`config.mk`:
```
export PLATFORM = sky130hd
export DESIGN_NAME = pipelined_rv_exec_core
export DESIGN_NICKNAME = d
export VERILOG_FILES = /design/src/rtl/pipelined_rv_exec_core.sv
export SDC_FILE = /design/constraint.sdc
export NUM_CORES = 2
export LEC_CHECK = 0
export BUFFER_PORTS_ARGS = -buffer_cell sky130_fd_sc_hd__buf_2
export CELL_PAD_IN_SITES_DETAIL_PLACEMENT = 0
export CELL_PAD_IN_SITES_GLOBAL_PLACEMENT = 1
export CORE_AREA = 2 2 299 301
export CTS_CLUSTER_SIZE = 40
export DETAILED_ROUTE_END_ITERATION = 16
export DIE_AREA = 0 0 301 303
export GPL_ROUTABILITY_DRIVEN = 0
export HOLD_SLACK_MARGIN = 0.05
export PLACE_DENSITY_LB_ADDON = 0.2
export SKIP_LAST_GASP = 1
export SLEW_MARGIN = 20
export SYNTH_ARGS = -nofsm -noshare
export SYNTH_HDL_FRONTEND = slang
export SYNTH_SLANG_ARGS = --single-unit
```
`constraint.sdc`:
```
create_clock -name clk -period 40.5 [get_ports clk]
set_clock_uncertainty 0.2 [all_clocks]
set_input_delay 8.1 -clock clk [delete_from_list [all_inputs] [get_ports clk]]
set_output_delay 8.1 -clock clk [all_outputs]
set_load 0.01 [all_outputs]
```
`src/rtl/pipelined_rv_exec_core.sv`:
```
// Two-stage RV32 R/I-type ALU core: ID latches and decodes the instruction, W holds
// the result until the downstream consumer takes it, and the register file is written at retire.
module pipelined_rv_exec_core #(
    parameter int unsigned XLEN = 16,
    parameter int unsigned RA_W = 5
) (
    input  logic            clk,
    input  logic            rst,
    input  logic            in_valid,
    output logic            in_ready,
    input  logic [31:0]     in_instr,
    output logic            out_valid,
    input  logic            out_ready,
    output logic [XLEN-1:0] out_data,
    output logic [RA_W-1:0] out_rd,
    output logic            out_illegal,
    output logic [15:0]     retire_cnt
);
    localparam int unsigned NREG  = 2 ** RA_W;
    localparam logic [6:0]  OpReg = 7'b0110011;
    localparam logic [6:0]  OpImm = 7'b0010011;

    logic            id_valid_q;
    logic [31:0]     id_instr_q;
    logic            w_valid_q;
    logic            w_we_q;
    logic            w_illegal_q;
    logic [XLEN-1:0] w_data_q;
    logic [RA_W-1:0] w_rd_q;
    logic [15:0]     retire_cnt_q;
    logic [XLEN-1:0] rf_q [NREG];

    logic            advance;
    logic            accept;
    logic            retire;
    logic [6:0]      opcode;
    logic [2:0]      funct3;
    logic            alt;
    logic [RA_W-1:0] rs1;
    logic [RA_W-1:0] rs2;
    logic [RA_W-1:0] rd;
    logic [XLEN-1:0] imm;
    logic [XLEN-1:0] op1;
    logic [XLEN-1:0] rs2_val;
    logic [XLEN-1:0] op2;
    logic [4:0]      shamt;
    logic            shamt_ovf;
    logic [XLEN-1:0] result;
    logic            legal;
    logic            unused_instr;

    assign advance  = !w_valid_q || out_ready;
    assign in_ready = advance || !id_valid_q;
    assign accept   = in_valid && in_ready;
    assign retire   = w_valid_q && out_ready;

    assign opcode       = id_instr_q[6:0];
    assign rd           = id_instr_q[7 +: RA_W];
    assign funct3       = id_instr_q[14:12];
    assign rs1          = id_instr_q[15 +: RA_W];
    assign rs2          = id_instr_q[20 +: RA_W];
    assign alt          = id_instr_q[30];
    assign imm          = XLEN'($signed(id_instr_q[31:20]));
    // Upper register-index bits are ignored when RA_W < 5.
    assign unused_instr = ^id_instr_q;

    // Operand read with bypass from the not-yet-retired W result.
    always_comb begin
        op1 = rf_q[rs1];
        if (w_valid_q && w_we_q && (rs1 != '0) && (w_rd_q == rs1)) begin
            op1 = w_data_q;
        end
        rs2_val = rf_q[rs2];
        if (w_valid_q && w_we_q && (rs2 != '0) && (w_rd_q == rs2)) begin
            rs2_val = w_data_q;
        end
    end

    assign op2       = (opcode == OpImm) ? imm : rs2_val;
    assign shamt     = op2[4:0];
    assign shamt_ovf = 32'(shamt) >= XLEN;

    always_comb begin
        result = '0;
        legal  = 1'b1;
        if ((opcode == OpReg) || (opcode == OpImm)) begin
            case (funct3)
                3'b000: result = ((opcode == OpReg) && alt) ? op1 - op2 : op1 + op2;
                3'b111: result = op1 & op2;
                3'b110: result = op1 | op2;
                3'b100: result = op1 ^ op2;
                3'b001: result = shamt_ovf ? '0 : op1 << shamt;
                3'b101: begin
                    if (shamt_ovf) begin
                        result = (alt && op1[XLEN-1]) ? '1 : '0;
                    end else if (alt) begin
                        result = $signed(op1) >>> shamt;
                    end else begin
                        result = op1 >> shamt;
                    end
                end
                default: legal = 1'b0;
            endcase
        end else begin
            legal = 1'b0;
        end
    end

    always_ff @(posedge clk or posedge rst) begin
        if (rst) begin
            id_valid_q   <= 1'b0;
            id_instr_q   <= '0;
            w_valid_q    <= 1'b0;
            w_we_q       <= 1'b0;
            w_illegal_q  <= 1'b0;
            w_data_q     <= '0;
            w_rd_q       <= '0;
            retire_cnt_q <= '0;
        end else begin
            if (accept) begin
                id_valid_q <= 1'b1;
                id_instr_q <= in_instr;
            end else if (advance) begin
                id_valid_q <= 1'b0;
            end
            if (advance) begin
                w_valid_q   <= id_valid_q;
                w_data_q    <= (id_valid_q && legal) ? result : '0;
                w_rd_q      <= rd;
                w_illegal_q <= id_valid_q && !legal;
                w_we_q      <= id_valid_q && legal && (rd != '0);
            end
            if (retire) begin
                retire_cnt_q <= retire_cnt_q + 16'd1;
            end
        end
    end

    // Register 0 is never written because w_we_q excludes rd == 0.
    always_ff @(posedge clk or posedge rst) begin
        if (rst) begin
            for (int unsigned i = 0; i < NREG; i++) begin
                rf_q[i] <= '0;
            end
        end else if (retire && w_we_q) begin
            rf_q[w_rd_q] <= w_data_q;
        end
    end

    assign out_valid   = w_valid_q;
    assign out_data    = w_data_q;
    assign out_rd      = w_rd_q;
    assign out_illegal = w_illegal_q;
    assign retire_cnt  = retire_cnt_q;

endmodule

```
==> out/results.ini <==
[global_route]
grt_max_degree=158
grt_pass1_wl_um=179000
grt_pass1_vias=25100
track_usage_pct=26.8
grt_overflow=0
antenna_found_initial=3

[clock_tree]
clk_path_buf_depth=3
cts-root-buf=clkbuf_16
cts_setup_buffers=0
clock_latency_ns=0.63
cts_resized=0
clkSinkCount=585
holdBufCountCts=0
path_clk_slew_ns=0.05
ctsHtreeMaxLevel=3
cts_tree=yes
cts_buffers=71

[yosys]
synth_top_family_by_area=multiplexers
yosys.area_share.simple_pct=6.23
synthAdderAreaFrac_pct=1.84
ys_seq_area_share_pct=41.8
synth_top_area_share_pct=41.8
synth_cell_type_count=103
synthTopCellsByArea=dfrtp_1 42%, mux2_2 19%, mux4_2 13%
ys_seq_elements=585
synthXorXnorAreaFrac_pct=1.20
synth_edf_count=0
synth_mux_area_share_pct=36.8
ys_async_sr_fraction_pct=100
synth_ff_type=dfrtp_1
yosysWarnings=0
synth_area_per_cell_um2=12.8
synth_compound_area_share_pct=7.90
syn_nets=2823
synthTopCellsByCount=595 x mux2_2, 585 x dfrtp_1, 198 x mux4_2
synth.most_common_cell=mux2_2
yosysTopAreaCell=dfrtp_1
synthCells=2736
syn_area_um2=35000

[power]
clkPwrFrac_pct=40.9
p_seq_share_pct=38.7
netSwitchingFraction_pct=31.1
power_switching_uw=497
power_frac_comb_pct=20.3
ir_drop_v=0.0000301
p_per_area_nw_per_um2=41.2
internal-power_uw=1100
p_leak_uw=0.0178

[setup_path]
critical_path.max_fanout=29
crit_type=in -> out
crit_arrival_ns=9.02
critPathRequiredTime_ns=32.20
critPathLaunchType=primary input
endpoint_kind=primary output

[floorplanning]
pin_count=76
die_w_um=301
die_area_um2=91200
rows=109
start_util_pct=39.8
core_um2=88000
die_y_um=303

[status]
status=complete, no violations

[timing]
finalHoldViolCount=0
setup_violations=0
rsz0062_at_grt=false
post-route-min-period_ns=17.32
fmax_mhz=57.7
whs_ns=0.274
slew_viol_final=0
setup_tns_ns=0
period_share_pct=42.8
tightest_slew_ns=1.25
slew-limit-headroom_pct=16.5

[place]
io_buffers=75
place_area_um2=36500
hpwl_um=79500
dp.cells=3830

[drt]
drt_iter0_drc=2494
wire_per_inst_um=30.9
ant_nets=0
drc=0
vias_per_cell=6.36
drt_wl_total_um=122000
vias=25100
first_pass_iters=5

[job]
maxCapViolations=0

[cells_and_area]
syn_to_final_growth_pct=10.8
finalNonFillerCells=3952
nNetsFinal=2825
layout-drive-gt1-share_pct=41.1
stdcell_area_um2=38800
fin_util_pct=44.1

[hold_path]
hp-class=reg -> reg

## path summary, 6_finish.rpt
kind                                       startpoint                    endpoint  slack, ns  depth (start not counted)
hold reg to reg            retire_cnt[15]$_DFFE_PP0P_  retire_cnt[15]$_DFFE_PP0P_       0.27                          1
max in group asynchronous                         rst  id_instr_q[22]$_DFFE_PP0P_      30.30                          4
hold / removal             retire_cnt[15]$_DFFE_PP0P_  retire_cnt[15]$_DFFE_PP0P_       0.27                          1
setup / recovery                            out_ready                    in_ready      23.18                          5
setup reg to reg           id_instr_q[20]$_DFFE_PP0P_    out_data[14]$_DFFE_PP0P_      32.02                         22
min in group asynchronous                         rst       rf_q[286]$_DFFE_PP0P_       7.39                          2
## power by group through the flow
| stage | clock [µW] | combinational, µW | sequential [µW] |
|---|---|---|---|
| 2_1_floorplan | 0 | 232 | 613 |
| 3_3_place_gp | 0 | 319 | 628 |
| 3_5_place_dp | 0 | 320 | 629 |
| 4_1_cts | 667 | 322 | 618 |
| 5_1_grt | 692 | 344 | 620 |
| 6_report | 654 | 325 | 618 |
## stage by stage
| stage | setup slack (ns) | total power [µW] |
|---|---|---|
| finish | 23.18 | 1600 |
| global route | 23.10 | 1660 |
| CTS | 23.17 | 1610 |
| detailed placement | 23.18 | 949 |
| global placement | 23.12 | 947 |
| floorplan | 15.83 | 845 |
## critical path, stage by stage
cell and delay [ns]:
buf_2 0.12, nor2b_2 0.10, buf_4 0.35, nand2_1 0.18, buf_2 0.18
## cells by family after synthesis
kind of cell	Yosys count
xor+xnor	48
compound gates	379
flops	585
buf+inv	288
mux	946
simple gates	439
fa+ha+maj	51
## final cells by class
type	count	area (µm²)
antenna	1	2.50
fill	8003	49200
clock inverter	18	241
clock buffer	103	2110
inverter	53	209
sequential	585	14700
tap	1165	1460
timing repair buffer	164	1100
multi-input combinational	1863	19000
## state kept, by name (all words and copies together) (netlist names)
register and flops:
out_illegal 1, w_we_q 1, out_rd 5, out_valid 1
retire_cnt 16, id_instr_q 32, rf_q 512, out_data 16
id_valid_q 1
## cells in the final DEF (no fill, tap or decap), types with 16 or more instances in the layout
cell,n
dfrtp_1,578
nand2_1,147
buf_2,75
nor2b_1,17
o21ai_0,57
mux2_2,595
clkbuf_16,75
o22ai_1,49
inv_1,45
a31oi_1,17
a22oi_1,32
mux2i_1,138
and2_1,17
nor3_1,29
mux4_2,198
ha_1,50
a211oi_1,16
a221oi_1,18
a21oi_1,52
xnor2_1,35
nor2_1,74
buf_4,84
nand3_1,28
## per-layer routing
metal	vias to the layer above	part of all wire [%]	GRT usage [%]
met3	219	7.3	4.27
li1	10400	-	-
met1	13400	42	37.0
met2	1085	47	42.9
met4	0	3.4	9.19
met5	-	0	0
(Power assumes the default switching activity.)
